<file path="src/rtl/bit_packer_if.sv">
// Stream interface for bit_packer: sparse lane input side and packed word output side.
interface bit_packer_if #(
    parameter int unsigned IN_LANES = 6,
    parameter int unsigned OUT_W    = 16
);
    localparam int unsigned FW = $clog2(OUT_W + 1);

    logic [IN_LANES-1:0] in_valid;
    logic [IN_LANES-1:0] in_bits;
    logic                in_ready;
    logic                flush;
    logic                out_valid;
    logic                out_ready;
    logic [OUT_W-1:0]    out_word;
    logic [FW-1:0]       out_fill;

    modport master (
        output in_valid, in_bits, flush, out_ready,
        input  in_ready, out_valid, out_word, out_fill
    );

    modport slave (
        input  in_valid, in_bits, flush, out_ready,
        output in_ready, out_valid, out_word, out_fill
    );
endinterface

</file>
<file path="src/rtl/bit_packer.sv">
// Compacts sparse valid lanes into a bit accumulator and emits OUT_W-bit words.
// Define BIT_PACKER_DROP_CNT_EN to count valid bits lost to a full accumulator.
module bit_packer #(
    parameter int unsigned IN_LANES  = 6,
    parameter int unsigned OUT_W     = 16,
    parameter int unsigned ACC_DEPTH = 32,
    parameter int unsigned DROP_W    = 16
) (
    input  logic              clk,
    input  logic              reset,
    bit_packer_if.slave       bus,
    output logic [DROP_W-1:0] drop_cnt
);
    localparam int unsigned CW        = $clog2(ACC_DEPTH + 1);
    localparam int unsigned FW        = $clog2(OUT_W + 1);
    localparam int unsigned NW        = $clog2(IN_LANES + 1);
    localparam int unsigned READY_MAX = ACC_DEPTH - IN_LANES;

    logic [ACC_DEPTH-1:0] acc;
    logic [ACC_DEPTH-1:0] acc_nxt;
    logic [ACC_DEPTH-1:0] base_acc;
    logic [CW-1:0]        count;
    logic [CW-1:0]        count_nxt;
    logic [CW-1:0]        base_cnt;
    logic [IN_LANES-1:0]  comp;
    logic [NW-1:0]        n_in;
    logic                 in_ready_c;
    logic                 slot_free;
    logic                 do_xfer;
    logic                 do_flush;
    logic                 beat;
    logic                 accept;
    logic                 valid_q;
    logic [OUT_W-1:0]     word_q;
    logic [FW-1:0]        fill_q;

    // Gap removal: walk lanes high to low so lane 0 lands at bit 0
    always_comb begin
        comp = '0;
        n_in = '0;
        for (int i = IN_LANES - 1; i >= 0; i--) begin
            if (bus.in_valid[i]) begin
                comp = (comp << 1) | IN_LANES'(bus.in_bits[i]);
                n_in = n_in + NW'(1);
            end
        end
    end

    assign in_ready_c = (count <= CW'(READY_MAX));
    assign slot_free  = !valid_q || bus.out_ready;
    assign do_xfer    = (count >= CW'(OUT_W)) && slot_free;
    assign do_flush   = bus.flush && (count != '0) && (count < CW'(OUT_W)) && slot_free;
    assign beat       = |bus.in_valid;
    assign accept     = beat && in_ready_c;

    // Remove whatever leaves this edge, then append the beat on top of the remainder
    always_comb begin
        base_acc = acc;
        base_cnt = count;
        if (do_xfer) begin
            base_acc = acc >> OUT_W;
            base_cnt = count - CW'(OUT_W);
        end else if (do_flush) begin
            base_acc = '0;
            base_cnt = '0;
        end
        acc_nxt   = base_acc;
        count_nxt = base_cnt;
        if (accept) begin
            acc_nxt   = base_acc | (ACC_DEPTH'(comp) << base_cnt);
            count_nxt = base_cnt + CW'(n_in);
        end
    end

    always_ff @(posedge clk) begin
        if (!reset) begin
            acc   <= '0;
            count <= '0;
        end else begin
            acc   <= acc_nxt;
            count <= count_nxt;
        end
    end

    // Output holding register; upper accumulator bits are zero, so a flush pads for free
    always_ff @(posedge clk) begin
        if (!reset) begin
            valid_q <= 1'b0;
            word_q  <= '0;
            fill_q  <= '0;
        end else if (do_xfer) begin
            valid_q <= 1'b1;
            word_q  <= acc[OUT_W-1:0];
            fill_q  <= FW'(OUT_W);
        end else if (do_flush) begin
            valid_q <= 1'b1;
            word_q  <= acc[OUT_W-1:0];
            fill_q  <= FW'(count);
        end else if (bus.out_ready) begin
            valid_q <= 1'b0;
        end
    end

    assign bus.in_ready  = in_ready_c;
    assign bus.out_valid = valid_q;
    assign bus.out_word  = word_q;
    assign bus.out_fill  = fill_q;

`ifdef BIT_PACKER_DROP_CNT_EN
    logic [DROP_W:0] drop_sum;

    assign drop_sum = {1'b0, drop_cnt} + (DROP_W + 1)'(n_in);

    always_ff @(posedge clk) begin
        if (!reset) begin
            drop_cnt <= '0;
        end else if (beat && !in_ready_c) begin
            drop_cnt <= drop_sum[DROP_W] ? '1 : drop_sum[DROP_W-1:0];
        end
    end
`else
    assign drop_cnt = '0;
`endif

endmodule
</file>
<file path="src/flat_wrapper.sv">
// flat-port wrapper written by rule: the top's interface ports become plain ports
module bit_packer_flat 
#(
    parameter int unsigned IN_LANES  = 6,
    parameter int unsigned OUT_W     = 16,
    parameter int unsigned ACC_DEPTH = 32,
    parameter int unsigned DROP_W    = 16
)
  (clk, reset, drop_cnt, bus_in_valid, bus_in_bits, bus_flush, bus_out_ready, bus_in_ready, bus_out_valid, bus_out_word, bus_out_fill);
  bit_packer_if #(.IN_LANES(IN_LANES), .OUT_W(OUT_W)) bus_i ();
  input  logic clk;
  input  logic reset;
  output logic [DROP_W-1:0] drop_cnt;
  input wire logic [$bits(bus_i.in_valid)-1:0] bus_in_valid;
  input wire logic [$bits(bus_i.in_bits)-1:0] bus_in_bits;
  input wire logic [$bits(bus_i.flush)-1:0] bus_flush;
  input wire logic [$bits(bus_i.out_ready)-1:0] bus_out_ready;
  output wire logic [$bits(bus_i.in_ready)-1:0] bus_in_ready;
  output wire logic [$bits(bus_i.out_valid)-1:0] bus_out_valid;
  output wire logic [$bits(bus_i.out_word)-1:0] bus_out_word;
  output wire logic [$bits(bus_i.out_fill)-1:0] bus_out_fill;
  assign bus_i.in_valid = bus_in_valid;
  assign bus_i.in_bits = bus_in_bits;
  assign bus_i.flush = bus_flush;
  assign bus_i.out_ready = bus_out_ready;
  assign bus_in_ready = bus_i.in_ready;
  assign bus_out_valid = bus_i.out_valid;
  assign bus_out_word = bus_i.out_word;
  assign bus_out_fill = bus_i.out_fill;
  bit_packer #(.IN_LANES(IN_LANES), .OUT_W(OUT_W), .ACC_DEPTH(ACC_DEPTH), .DROP_W(DROP_W)) u_core (.clk(clk), .reset(reset), .bus(bus_i), .drop_cnt(drop_cnt));
endmodule
</file>
<file path="config.mk">
export PLATFORM = sky130hd
export DESIGN_NAME = bit_packer_flat
export DESIGN_NICKNAME = d
export VERILOG_FILES = /design/src/rtl/bit_packer_if.sv /design/src/rtl/bit_packer.sv /design/src/flat_wrapper.sv
export SDC_FILE = /design/constraint.sdc
export NUM_CORES = 1
export LEC_CHECK = 0
export CAP_MARGIN = 20
export CORE_MARGIN = 2
export CORE_UTILIZATION = 40
export DETAILED_ROUTE_END_ITERATION = 8
export DONT_BUFFER_PORTS = 1
export PLACE_DENSITY = 0.53
export REMOVE_ABC_BUFFERS = 1
export SLEW_MARGIN = 15
export SYNTH_ARGS = -nofsm -noshare
export SYNTH_HDL_FRONTEND = slang
export SYNTH_SLANG_ARGS = --single-unit
export TNS_END_PERCENT = 30
</file>
<file path="constraint.sdc">
create_clock -name clk -period 4.66 [get_ports clk]
set_input_delay 0.699 -clock clk [delete_from_list [all_inputs] [get_ports clk]]
set_output_delay 0.699 -clock clk [all_outputs]
set_load 0.03 [all_outputs]
</file>
Word-level counts from Yosys, hierarchy flattened
Cells that the tools add are included.
{"block": "word_totals", "out_inout_bits": 39, "input_bits": 16, "register_bits": 60, "elab_cells": 61}
{"block": "op_classes", "addsub": 7, "magnitude_cmp": 3, "bitwise": 7, "shifts": 1, "reduce_logical": 12, "n_mux": 25}
{"op": "32-bit two-way mux", "count": 3}
{"op": "6-bit two-way mux", "count": 8}
{"op": "16-bit two-way mux", "count": 2}
{"op": "32-bit OR", "count": 1}
{"op": "6-bit by 6-bit << shifter with 32-bit output", "count": 1}
{"op": "6-bit by 1-bit OR with 6-bit output", "count": 5}
{"op": "3-bit by 1-bit adder with 3-bit output (second input constant)", "count": 5}
{"op": "3-bit two-way mux", "count": 5}
{"op": "5-bit two-way mux", "count": 2}
{"op": "6-bit by 3-bit adder with 6-bit output", "count": 1}
{"op": "6-bit by 5-bit >= comparator with 1-bit output (second input constant)", "count": 1}
{"op": "6-bit by 5-bit <= comparator with 1-bit output (second input constant)", "count": 1}
{"op": "6-bit by 5-bit < comparator with 1-bit output (second input constant)", "count": 1}
{"op": "6-bit nonzero test", "count": 1}
{"op": "6-bit OR reduction", "count": 1}
{"op": "6-bit by 5-bit subtractor with 6-bit output (second input constant)", "count": 1}
{"op": "1-bit logical AND", "count": 5}
{"op": "1-bit two-way mux", "count": 5}
{"op": "3-bit nonzero test", "count": 1}
{"op": "2-bit nonzero test", "count": 1}
{"op": "2-bit OR reduction", "count": 1}
{"op": "1-bit logical NOT", "count": 1}
{"op": "1-bit logical OR", "count": 1}
{"op": "1-bit inverter", "count": 1}

Depth between registers and ports, before layout
Gate-level depths: netlist of run 1.
{"block": "depth", "word_depth": 14, "ltp_mapped": 18}

Worst setup path after synthesis of run 1
Ideal clock, no wire load.
{"block": "synth_timing", "kind": "input to register", "start": "input port bus_in_valid[4]", "end": "register u_core.count[4]", "t_required_ns": 4.532, "path_stages": 18, "n_path_buf": 0, "t_arrival_ns": 3.502, "setup_ns": 0.128, "slack_ns": 1.031, "cell_sequence": "inv_1 > ha_1 > xnor2_1 > inv_1 > ha_1 > xnor2_1 > o22ai_1 > nor2_1 > ha_1 > nand2_1 > xor2_1 > xnor2_1 > xnor2_1 > ha_1 > and2_1 > a22oi_1 > xnor2_1 > nor2_1"}
{"block": "synth_between", "elab_chain_cells": 11, "word_cells_on_any_way": 13, "classes_between": "add/sub: 5; mux: 6; reduce/logical: 2"}
{"item": "start: declaration", "line": "flat_wrapper.sv:14", "source": "input wire logic [$bits(bus_i.in_valid)-1:0] bus_in_valid;"}
{"item": "3-bit two-way mux", "line": "bit_packer.sv:42", "source": "if (bus.in_valid[i]) begin"}
{"item": "3-bit by 1-bit adder with 3-bit output", "line": "bit_packer.sv:44", "source": "n_in = n_in + NW'(1);"}
{"item": "3-bit two-way mux", "line": "bit_packer.sv:42"}
{"item": "3-bit by 1-bit adder with 3-bit output", "line": "bit_packer.sv:44"}
{"item": "3-bit two-way mux", "line": "bit_packer.sv:42"}
{"item": "3-bit by 1-bit adder with 3-bit output", "line": "bit_packer.sv:44"}
{"item": "3-bit two-way mux", "line": "bit_packer.sv:42"}
{"item": "3-bit by 1-bit adder with 3-bit output", "line": "bit_packer.sv:44"}
{"item": "3-bit two-way mux", "line": "bit_packer.sv:42"}
{"item": "6-bit by 3-bit adder with 6-bit output", "line": "bit_packer.sv:71", "source": "count_nxt = base_cnt + CW'(n_in);"}
{"item": "6-bit two-way mux *", "line": "bit_packer.sv:69", "source": "if (accept) begin"}
{"item": "end signal: assignment", "line": "bit_packer.sv:81", "source": "count <= count_nxt;"}
{"item": "end: declaration", "line": "bit_packer.sv:22", "source": "logic [CW-1:0] count;"}
Mark *: on every way between the ends. The rest lies on a longest branch, timed or not.
A chain may end at the register's enable or synchronous reset.

Worst setup path after layout of run 1
{"block": "layout_timing", "start": "input port bus_in_valid[4]", "end": "register u_core.count[5]"}
Same word-level chain as after synthesis.

==> out/results.tsv, run 1 <==
stage	metric	value	unit
floorplan	design.die.area	10200	sq um
logic_synthesis	synth_top_family_by_area	compound AO/OA/AOI/OAI gates	
worst_setup_path	start_kind	input pin	
sta	tns	0	ps
power	power_leakage	0.00141	uW
grt	grt_max_degree	46	
cts	clk_pin_slew	70	ps
logic_synthesis	synthArstFlopShare	0	%
floorplan	ioPinCount	55	
worst_hold_path	hp-class	reg -> reg	
worst_setup_path	worstPathMaxFanout	7	
routing	via_per_inst	5.82	
worst_setup_path	required	4860	ps
cts	cts-root-buf	clkbuf_8	
sta	fin_crit_sh	78.2	%
power	vdd_ir_drop_max	0.000713	V
power	seqPwrFrac	28.2	%
logic_synthesis	ys_seq_elements	60	
grt	grt_pass1_vias	3146	
cts	h-tree-depth	3	
power	pwr-share-clk	18.7	%
logic_synthesis	syn_area	3750	sq um
sta	slew_viol_final	0	
grt	grt_usage	20.7	%
cells_and_area	layout-drive-gt1-share	6.78	%
logic_synthesis	synth_compound_area_share	28.5	%
floorplan	coreArea	9150	sq um
logic_synthesis	synth_top_area_share	32.0	%
worst_setup_path	rrSetupSlack	1530	ps
sta	hold_violations	0	
logic_synthesis	ys_types	69	
logic_synthesis	synthXorXnorAreaFrac	3.73	%
routing	drc_errors	0	
cts	cts_buffer_depth	2	
cts	cts_post_setup_buffers_inserted	0	
grt	grt_pass1_wl	16600	um
cells_and_area	area_growth	4.93	%
logic_synthesis	ys_warn_count	0	
cts	cts_resized	0	
power	power.density	670	nW/um^2
place	place_hpwl	7110	um
grt	grt_overflow_total	0	
place	io_buffers	0	
run_status	status	finished, final reports clean	
cells_and_area	regArea	1200	sq um
sta	finClkSkew	4.41	ps
flow_run	maxCapViolCount	0	
sta	min_period	3640	ps
logic_synthesis	postSynthAreaPerCell	7.79	sq um
routing	first_iter_violations	275	
routing	drt-wirelength-per-cell	17.3	um
power	internal_power	1330	uW
place	globalplace.congestion	0.842	
sta	worst_slew_pin_slew	783	ps
worst_setup_path	endpoint_kind	flop	
sta	rsz0062_at_grt	false	
logic_synthesis	synth-simple-area-share	22.1	%
floorplan	rows	35	
place	place_inst	568	
cts	ctsHoldBuffers	0	
sta	max-slew-margin-rel	47.7	%
cells_and_area	instances_no_fill	583	
routing	ant_nets	0	
floorplan	die_y	101	um
logic_synthesis	netlist_instances	482	
logic_synthesis	synth_area_leaders	dfxtp_1 32%, nand2_1 7.7%, a21oi_1 6.3%	
cells_and_area	antenna_cells	0	
power	switching_share	49.6	%
cells_and_area	nets	495	
cts	cts_sinks	60	
worst_setup_path	criticalPathCategory	in -> reg	
routing	routed-via-count	3393	
logic_synthesis	synthAdderAreaFrac	3.67	%
worst_setup_path	worstPathArrival	3840	ps
logic_synthesis	synth_mux_area_share	1.73	%
power	switching_power	1310	uW
floorplan	die_x	101	um
floorplan	start_util	41.0	%
cells_and_area	nFillCells	933	
logic_synthesis	synth_area_leader_cell	dfxtp_1	
grt	antenna_found_initial	0	
sta	setup_violations	0	
cts	tritoncts	yes	
routing	dr.pass1.iters	6	
routing	wirelength	10100	um
cts	clk-insertion-delay-late	350	ps
logic_synthesis	ys_seq_area_share	32.0	%
cts	numCtsBuffers	9	
logic_synthesis	synth_edf_count	0	
power	p_comb_share	53.1	%
logic_synthesis	ys.flop_type	dfxtp_1	
power	total_power	2640	uW
sta	fmax	0.274	GHz
cells_and_area	multiInputGateArea	2310	sq um
==> worst paths after layout <==
| kind | startpoint | depth (start not counted) | endpoint |
|---|---|---|---|
| worst max-delay path | bus_in_valid[4] | 18 | u_core.count[5]$_SDFF_PN0_ |
| worst min-delay path | u_core.acc[10]$_SDFF_PN0_ | 2 | u_core.bus.out_word[10]$_SDFFE_PN0P_ |
| worst max register to register | u_core.count[4]$_SDFF_PN0_ | 10 | u_core.acc[13]$_SDFF_PN0_ |
| worst min register to register | u_core.acc[10]$_SDFF_PN0_ | 2 | u_core.bus.out_word[10]$_SDFFE_PN0P_ |
==> cells by family after synthesis <==
group	after synthesis
DFF	60
muxes	6
AOI/OAI and AO/OA	148
and+or+nand+nor	181
xor gates and xnor gates	16
other	1
adders and majority gates	11
buffers and inverters	59
==> sequential cells by signal (all words and copies together), names as in the netlist <==
register	flops
u_core.count	6
u_core.bus.out_fill	5
u_core.bus.out_valid	1
u_core.bus.out_word	16
u_core.acc	32
==> per-stage QoR <==
| step | setup slack [ps] | util, % | area, sq um | hold slack, ps |
|---|---|---|---|---|
| floorplan | 998 | - | 3560 | 432 |
| global placement | 904 | 40.8 | 3740 | 443 |
| detailed placement | 707 | 40.8 | 3740 | 450 |
| CTS | 1060 | 43.0 | 3940 | 454 |
| global route | 647 | 43.0 | 3940 | 477 |
| finish | 1020 | 43.0 | 3940 | 455 |
==> placed cells by master, fill, tap and decap left out, drive strengths merged, types with 5 or more instances in the layout <==
cell type,count
a211oi,6
a21oi,48
a221oi,7
a22oi,17
a31oi,6
a32o,5
and2,8
clkbuf,14
conb,16
dfxtp,60
ha,11
inv,15
mux2i,5
nand2,77
nand2b,6
nand3,11
nor2,43
nor3,7
o21ai,8
o22ai,8
o2bb2ai,5
o31ai,5
xnor2,13
==> worst max-delay path, stage by stage <==
cell	delay [ps]
inv_1	30
ha_1	320
xnor2_1	250
inv_1	150
ha_1	310
xnor2_1	140
o22ai_1	270
nor2_1	90
ha_1	190
nand2_1	70
xor2_1	160
xnor2_1	150
xnor2_1	90
ha_1	350
a31oi_1	210
a21oi_1	120
xor2_1	170
nor2_1	60
==> cells in the mapped netlist (all sizes together) (2+ instances only) <==
cell type / count
nand3b: 4
a222oi: 2
o2bb2ai: 5
a32o: 5
o211ai: 3
a311oi: 2
buf: 27
inv: 15
mux2i: 5
or2: 3
ha: 11
o22ai: 8
dfxtp: 60
nor2b: 3
xor2: 3
nor3: 7
nor4: 3
a31oi: 6
and2: 8
a22oi: 17
a221oi: 7
or4: 3
a21boi: 2
o21ai: 8
o22a: 2
a22o: 4
a2111oi: 2
a31o: 2
a211o: 2
o31ai: 5
nand2b: 6
nor2: 43
a21oi: 48
clkbuf: 17
and3: 2
xnor2: 13
nand3: 11
or3: 3
a211oi: 6
nand2: 77
nand4: 4
a21o: 2
==> per-layer routing <==
metal	vias up	global-route usage [%]	wire, um
met5	-	0	0
met2	94	32.2	4740
met4	0	6.74	153
met3	17	4.65	426
met1	1591	28.4	4740
li1	1691	-	-
==> power groups by stage <==
stage	logic, uW	registers [uW]	clock network (uW)
6_report	1400	745	493
5_1_grt	1570	760	528
4_1_cts	1400	744	503
3_5_place_dp	1390	755	0
3_3_place_gp	1390	754	0
2_1_floorplan	1000	726	0
==> cell type report <==
class / count / area share, %
Multi-Input combinational cell: 378 / 58.7
Sequential cell: 60 / 30.5
Clock buffer: 14 / 4.38
Tap cell: 111 / 3.52
Inverter: 15 / 1.43
Clock inverter: 1 / 0.762
Timing Repair Buffer: 4 / 0.762
No activity file was read; power rests on OpenSTA's default activity.
==> run 2, diff against run 1 <==
Settings changed: PLACE_DENSITY 0.53 to 0.55.
Clock period 4.66 ns to 2.9 ns, I/O delays scaled along.
==> run 2 against run 1 <==
  * The run now ends with negative setup slack left
  * Register-to-register slack worse by 1300 ps
  * Utilization is 4.4 points higher
  * Die area stayed put
  * Critical path depth stayed put
  * Critical endpoint unchanged
  * Largest cell class unchanged
  * Largest power group unchanged
==> out/results.tsv, run 2 (synthesis results as in run 1) <==
stage	metric	value	unit	change
worst_hold_path	min_path_cells	2		unchanged
sta	slew_viol_final	0		unchanged
sta	hold_violations	0		unchanged
cells_and_area	nFillCells	923		-1.1%
routing	drc_errors	0		unchanged
worst_setup_path	start_kind	input pin		
cts	cts_buffer_depth	2		unchanged
floorplan	rows	35		unchanged
cells_and_area	area_growth	15.7	%	
cells_and_area	layout_common_cells	76 x nand2_1, 60 x dfxtp_1, 45 x a21oi_1		
cts	clk_pin_slew	70	ps	about the same
power	power.density	1060	nW/um^2	+59%
routing	wirelength	10300	um	+2.7%
cts	cts_sinks	60		unchanged
worst_hold_path	hp-class	in -> reg		
floorplan	coreArea	9150	sq um	unchanged
sta	setup_violations	2		+2
grt	antenna_found_initial	0		unchanged
cts	h-tree-depth	3		unchanged
grt	grt_overflow_total	0		unchanged
worst_setup_path	reg2reg_depth	13		+3
routing	first_iter_violations	336		+22%
grt	grt_max_degree	51		+11%
sta	rsz0062_at_grt	true		
cells_and_area	antenna_cells	0		unchanged
cts	clk-insertion-delay-late	340	ps	about the same
sta	max-slew-margin-rel	50.5	%	+2.8 points
worst_setup_path	worstPathMaxFanout	6		-1
place	dp_slack	-608	ps	-1310 ps
cells_and_area	largest_reg_flops	32		unchanged
sta	fin_crit_sh	100	%	
sta	fmax	0.345	GHz	
power	total_power	4620	uW	+75%
sta	setup_ws	-1.64	ps	-1020 ps
worst_setup_path	required	3110	ps	-1750 ps
place	placed_area	3950	sq um	+5.6%
cts	numCtsBuffers	9		unchanged
floorplan	ioPinCount	55		unchanged
cts	tritoncts	yes		
routing	via_per_inst	5.87		+0.79%
place	io_buffers	0		unchanged
worst_setup_path	criticalPathCategory	in -> reg		
grt	grt_pass1_vias	3388		+7.7%
routing	routed-via-count	3625		+6.8%
cells_and_area	final_area	4340	sq um	+10%
sta	hold_ws	220	ps	-235 ps
cells_and_area	layout-drive-gt1-share	17.2	%	+10 points
floorplan	design.die.area	10200	sq um	unchanged
cells_and_area	nets	530		+7.1%
sta	worst_slew_pin_slew	733	ps	-50.8 ps
routing	drt-wirelength-per-cell	16.7	um	-3.2%
place	place_hpwl	7370	um	+3.8%
power	power_leakage	0.00161	uW	+14%
routing	dr.pass1.iters	6		unchanged
cells_and_area	final_common_cell	nand2_1		
sta	finClkSkew	4.28	ps	-0.133 ps
floorplan	die_x	101	um	unchanged
power	vdd_ir_drop_max	0.000568	V	-20%
cts	cts-root-buf	clkbuf_8		
floorplan	start_util	41.0	%	unchanged
run_status	status	finished, violations left		
worst_setup_path	worstPathArrival	3110	ps	-730 ps
worst_setup_path	endpoint_kind	flop		
floorplan	die_y	101	um	unchanged
run_status	violations	negative setup slack		
sta	min_period	2900	ps	
flow_run	maxCapViolCount	0		unchanged
cells_and_area	top_register	u_core.acc		
place	globalplace.congestion	0.907		+7.7%
routing	ant_nets	0		unchanged
grt	grt_pass1_wl	16900	um	+2.2%
grt	grt_usage	20.7	%	-0.046 points
==> run 2: area by class of cell <==
class,count,area (sq um),share of cell area (%)
flip-flops and latches,60,1200,27.7
multi-input cells,378,2420,55.7
repair buffers,39,293,6.74
inverters,15,66.3,1.53
well taps,111,139,3.20
clock buffers,11,151,3.49
clock inverters,4,72.6,1.67
==> run 2: worst max-delay path, stage by stage <==
cell     delay (ps)
inv_8            20
ha_4            250
xnor2_4         180
inv_2            70
ha_4            240
xnor2_2         140
o22ai_2         120
nor2_1          120
ha_2            190
nand2_2          50
xor2_1          160
xnor2_1         190
xnor2_1          90
ha_1            350
a31oi_2         110
a21oi_1         190
xor2_1          170
nor2_1           50
==> run 2: repair_timing <==
action / CTS / global route
pin swaps: 10 / 18
setup endpoints to repair: 4 / 14
hold buffers: 0 / 0
buffers inserted: 1 / 6
endpoints found under the hold margin: 0 / 0
gates resized for setup: 9 / 16
==> run 2: report_power, final <==
group / switching, uW / leakage (uW) / total, uW / internal [uW]
logic: 1700 / 0.00102 / 2640 / 940
registers: 168 / 0.000487 / 1140 / 970
clock network: 318 / 0.000111 / 842 / 524
total: 2190 / 0.00161 / 4620 / 2430
==> run 2: layer usage <==
layer	vias up	global-route usage [%]	share of wire [%]
met5	-	0	0
met2	127	34.4	47
met3	10	5.55	6.2
met1	1718	27.1	46
met4	0	3.79	0.97
li1	1770	-	-
==> run 2: stage by stage <==
stage | instances | setup TNS, ps | util [%]
2_1_floorplan | 453 | -5660 | -
3_3_place_gp | 596 | -1840 | 43.1
3_5_place_dp | 596 | -2450 | 43.1
4_1_cts | 612 | 0 | 46.2
5_1_grt | 618 | -524 | 47.5
6_report | 618 | -2.90 | 47.5
==> run 2: final timing paths <==
kind / start / end / slack [ps]
max: bus_in_valid[5] / u_core.count[5]$_SDFF_PN0_ / -2
min reg2reg: u_core.acc[15]$_SDFF_PN0_ / u_core.bus.out_word[15]$_SDFFE_PN0P_ / 460
min: reset / u_core.acc[3]$_SDFF_PN0_ / 220
max reg2reg: u_core.count[4]$_SDFF_PN0_ / u_core.acc[13]$_SDFF_PN0_ / 190
==> run 3, diff against run 2 <==
--- a/config.mk
+++ b/config.mk
@@ -11,4 +11,5 @@
 export DETAILED_ROUTE_END_ITERATION = 8
 export DONT_BUFFER_PORTS = 1
+export GPL_TIMING_DRIVEN = 0
 export PLACE_DENSITY = 0.55
 export REMOVE_ABC_BUFFERS = 1
==> constraint.sdc (replaced) <==
create_clock -name clk -period 2.9 [get_ports clk]
set_input_delay 0.435 -clock clk [delete_from_list [all_inputs] [get_ports clk]]
set_output_delay 0.435 -clock clk [all_outputs]
set_load 0.02 [all_outputs]
==> run 3 against run 2 <==
  * The run now ends clean
  * Via count is 4.5% lower
  * Wire length shrank 2.1%
  * Clock skew up 4.2 ps
  * Setup slack improved by 29 ps
  * Largest cell class unchanged
  * Register-to-register slack worse by 100 ps
  * Largest power group unchanged
  * Flip-flop and latch count unchanged
  * Cell area decreased by 4.8%
  * First-iteration DRC count fell by 9.8%
==> out/results.tsv, run 3 (synthesis results as in run 1) <==
stage	metric	value	unit	change
run_status	status	finished, final reports clean		
grt	top_usage_layer	met2		
grt	antenna_found_initial	0		unchanged
routing	drt-wirelength-per-cell	17.1	um	+2.2%
cts	clk_pin_slew	70	ps	about the same
grt	grt_overflow_total	0		unchanged
sta	hold_violations	0		unchanged
cts	tritoncts	yes		
power	switching_share	49.5	%	+2.1 points
cells_and_area	top_register	u_core.acc		
sta	worst_slew_pin_slew	649	ps	-83.9 ps
worst_setup_path	required	3120	ps	about the same
place	place_inst	566		-5.0%
flow_run	maxCapViolCount	0		unchanged
place	io_buffers	0		unchanged
routing	ant_nets	0		unchanged
routing	drc_errors	0		unchanged
worst_setup_path	reg2reg_depth	11		-2
cts	h-tree-depth	3		unchanged
worst_setup_path	endpoint_kind	flop		
routing	via_per_inst	5.85		-0.27%
sta	setup_violations	0		-2
sta	rsz0062_at_grt	true		
worst_setup_path	cp_top_family	adder cells		
power	switching_power	2150	uW	-1.7%
cts	cts_sinks	60		unchanged
cts	cts-root-buf	clkbuf_8		
worst_setup_path	worstPathArrival	3100	ps	about the same
worst_setup_path	criticalPathCategory	in -> reg		
grt	use_met3	4.51	%	-1.0 points
cells_and_area	final_common_cell	nand2_1		
place	globalplace.congestion	0.834		-8.0%
place	placed_area	3750	sq um	-4.9%
worst_setup_path	worstPathMaxFanout	7		+1
cells_and_area	layout_common_cells	75 x nand2_1, 60 x dfxtp_1, 47 x a21oi_1		
worst_hold_path	hp-class	in -> reg		
floorplan	die_x	101	um	unchanged
cts	numCtsBuffers	9		unchanged
routing	wirelength	10100	um	-2.1%
power	vdd_ir_drop_max	0.000626	V	+10%
floorplan	coreArea	9150	sq um	unchanged
worst_setup_path	cpMaxStageDelayCell	ha_1		
sta	max-slew-margin-rel	56.2	%	+5.7 points
sta	finClkSkew	8.45	ps	+4.17 ps
sta	fmax	0.348	GHz	+1.0%
cells_and_area	final_area	4130	sq um	-4.8%
cells_and_area	largest_reg_flops	32		unchanged
place	place_hpwl	6900	um	-6.4%
worst_setup_path	critical_path.max_stage_delay	340	ps	about the same
routing	first_iter_violations	303		-9.8%
power	internal_power	2200	uW	-9.8%
floorplan	design.die.area	10200	sq um	unchanged
routing	routed-via-count	3463		-4.5%
floorplan	start_util	41.0	%	unchanged
worst_setup_path	start_kind	input pin		
power	p_comb_share	57.4	%	+0.2 points
cts	ctsHoldBuffers	0		unchanged
grt	grt_max_degree	41		-20%
worst_setup_path	path_buf_inv	2		unchanged
sta	slew_viol_final	0		unchanged
cells_and_area	area_growth	10.1	%	
grt	grt_use_met1	27.7	%	+0.59 points
grt	grt_usage	20.7	%	+0.043 points
routing	dr.pass1.iters	5		-1
cells_and_area	instances_no_fill	592		-4.2%
floorplan	ioPinCount	55		unchanged
worst_setup_path	crit_path_cell_trace	inv_4 > ha_4 > xnor2_4 > inv_2 > ha_4 > xnor2_2 > o22ai_2 > nor2_1 > ha_2 > nand2_1 > xor2_1 > xnor2_1 > xnor2_1 > ha_1 > o211ai_1 > a21oi_1 > xor2_1 > nor2_1		
power	pwr-share-clk	15.8	%	-2.4 points
floorplan	die_y	101	um	unchanged
floorplan	rows	35		unchanged
cts	clk-insertion-delay-late	340	ps	about the same
power	power_leakage	0.00148	uW	-8.6%
grt	grt_pass1_vias	3280		-3.2%
cells_and_area	antenna_cells	0		unchanged
sta	min_period	2870	ps	-29.5 ps
grt	grt_use_met2	33.6	%	-0.77 points
worst_hold_path	min_path_cells	2		unchanged
worst_setup_path	path_depth	18		unchanged
grt	grt_pass1_wl	16700	um	-1.2%
cells_and_area	layout-drive-gt1-share	13.5	%	-3.6 points
power	seqPwrFrac	26.8	%	+2.2 points
sta	fin_crit_sh	99.0	%	-1.0 points
power	power.density	1050	nW/um^2	-1.2%
power	total_power	4350	uW	-6.0%
cells_and_area	nets	503		-5.1%
cts	cts_buffer_depth	2		unchanged
cells_and_area	final_util	45.2	%	-2.3 points
-- run 3: metrics by stage --
step	hold slack, ps	setup TNS (ps)	setup WS, ps
after global routing	216	-829	-161
after detailed placement	448	-6590	-806
final	222	0	27.9
after global placement	441	-44220	-1550
after CTS	212	0	2.58
after floorplan	432	-5660	-498
-- run 3: path summary, 6_finish.rpt --
| check | start | to | slack, ps |
|---|---|---|---|
| hold reg to reg | u_core.acc[8]$_SDFF_PN0_ | u_core.bus.out_word[8]$_SDFFE_PN0P_ | 460 |
| setup / recovery | bus_in_valid[4] | u_core.count[5]$_SDFF_PN0_ | 30 |
| hold / removal | reset | u_core.acc[3]$_SDFF_PN0_ | 220 |
| setup reg to reg | u_core.count[4]$_SDFF_PN0_ | u_core.count[4]$_SDFF_PN0_ | 90 |
-- run 3: timing repair --
item | in CTS | in global routing
resized for setup | 12 | 17
cloned | 1 | 0
setup buffers | 8 | 1
pin swaps | 13 | 1
endpoints found under the setup margin | 31 | 29
-- run 3: layout make-up --
class,count,area [sq um]
clock buffer,12,155
clock inverter,4,23.8
fill,933,5020
inverter,15,66.3
multi-input combinational,379,2430
sequential,60,1200
tap,111,139
timing repair buffer,11,115
-- run 3: per-layer routing --
metal / vias up / routed length [um]
met5: - / 0
met4: 0 / 133
met3: 13 / 472
met2: 100 / 4770
met1: 1641 / 4730
li1: 1709 / -
-- run 3: power by group through the flow --
stage	Clock, uW	Sequential, uW	Combinational, uW
finish	686	1160	2500
global route	735	1180	2770
CTS	694	1160	2410
detailed placement	0	1180	2260
global placement	0	1180	2130
floorplan	0	1130	1600
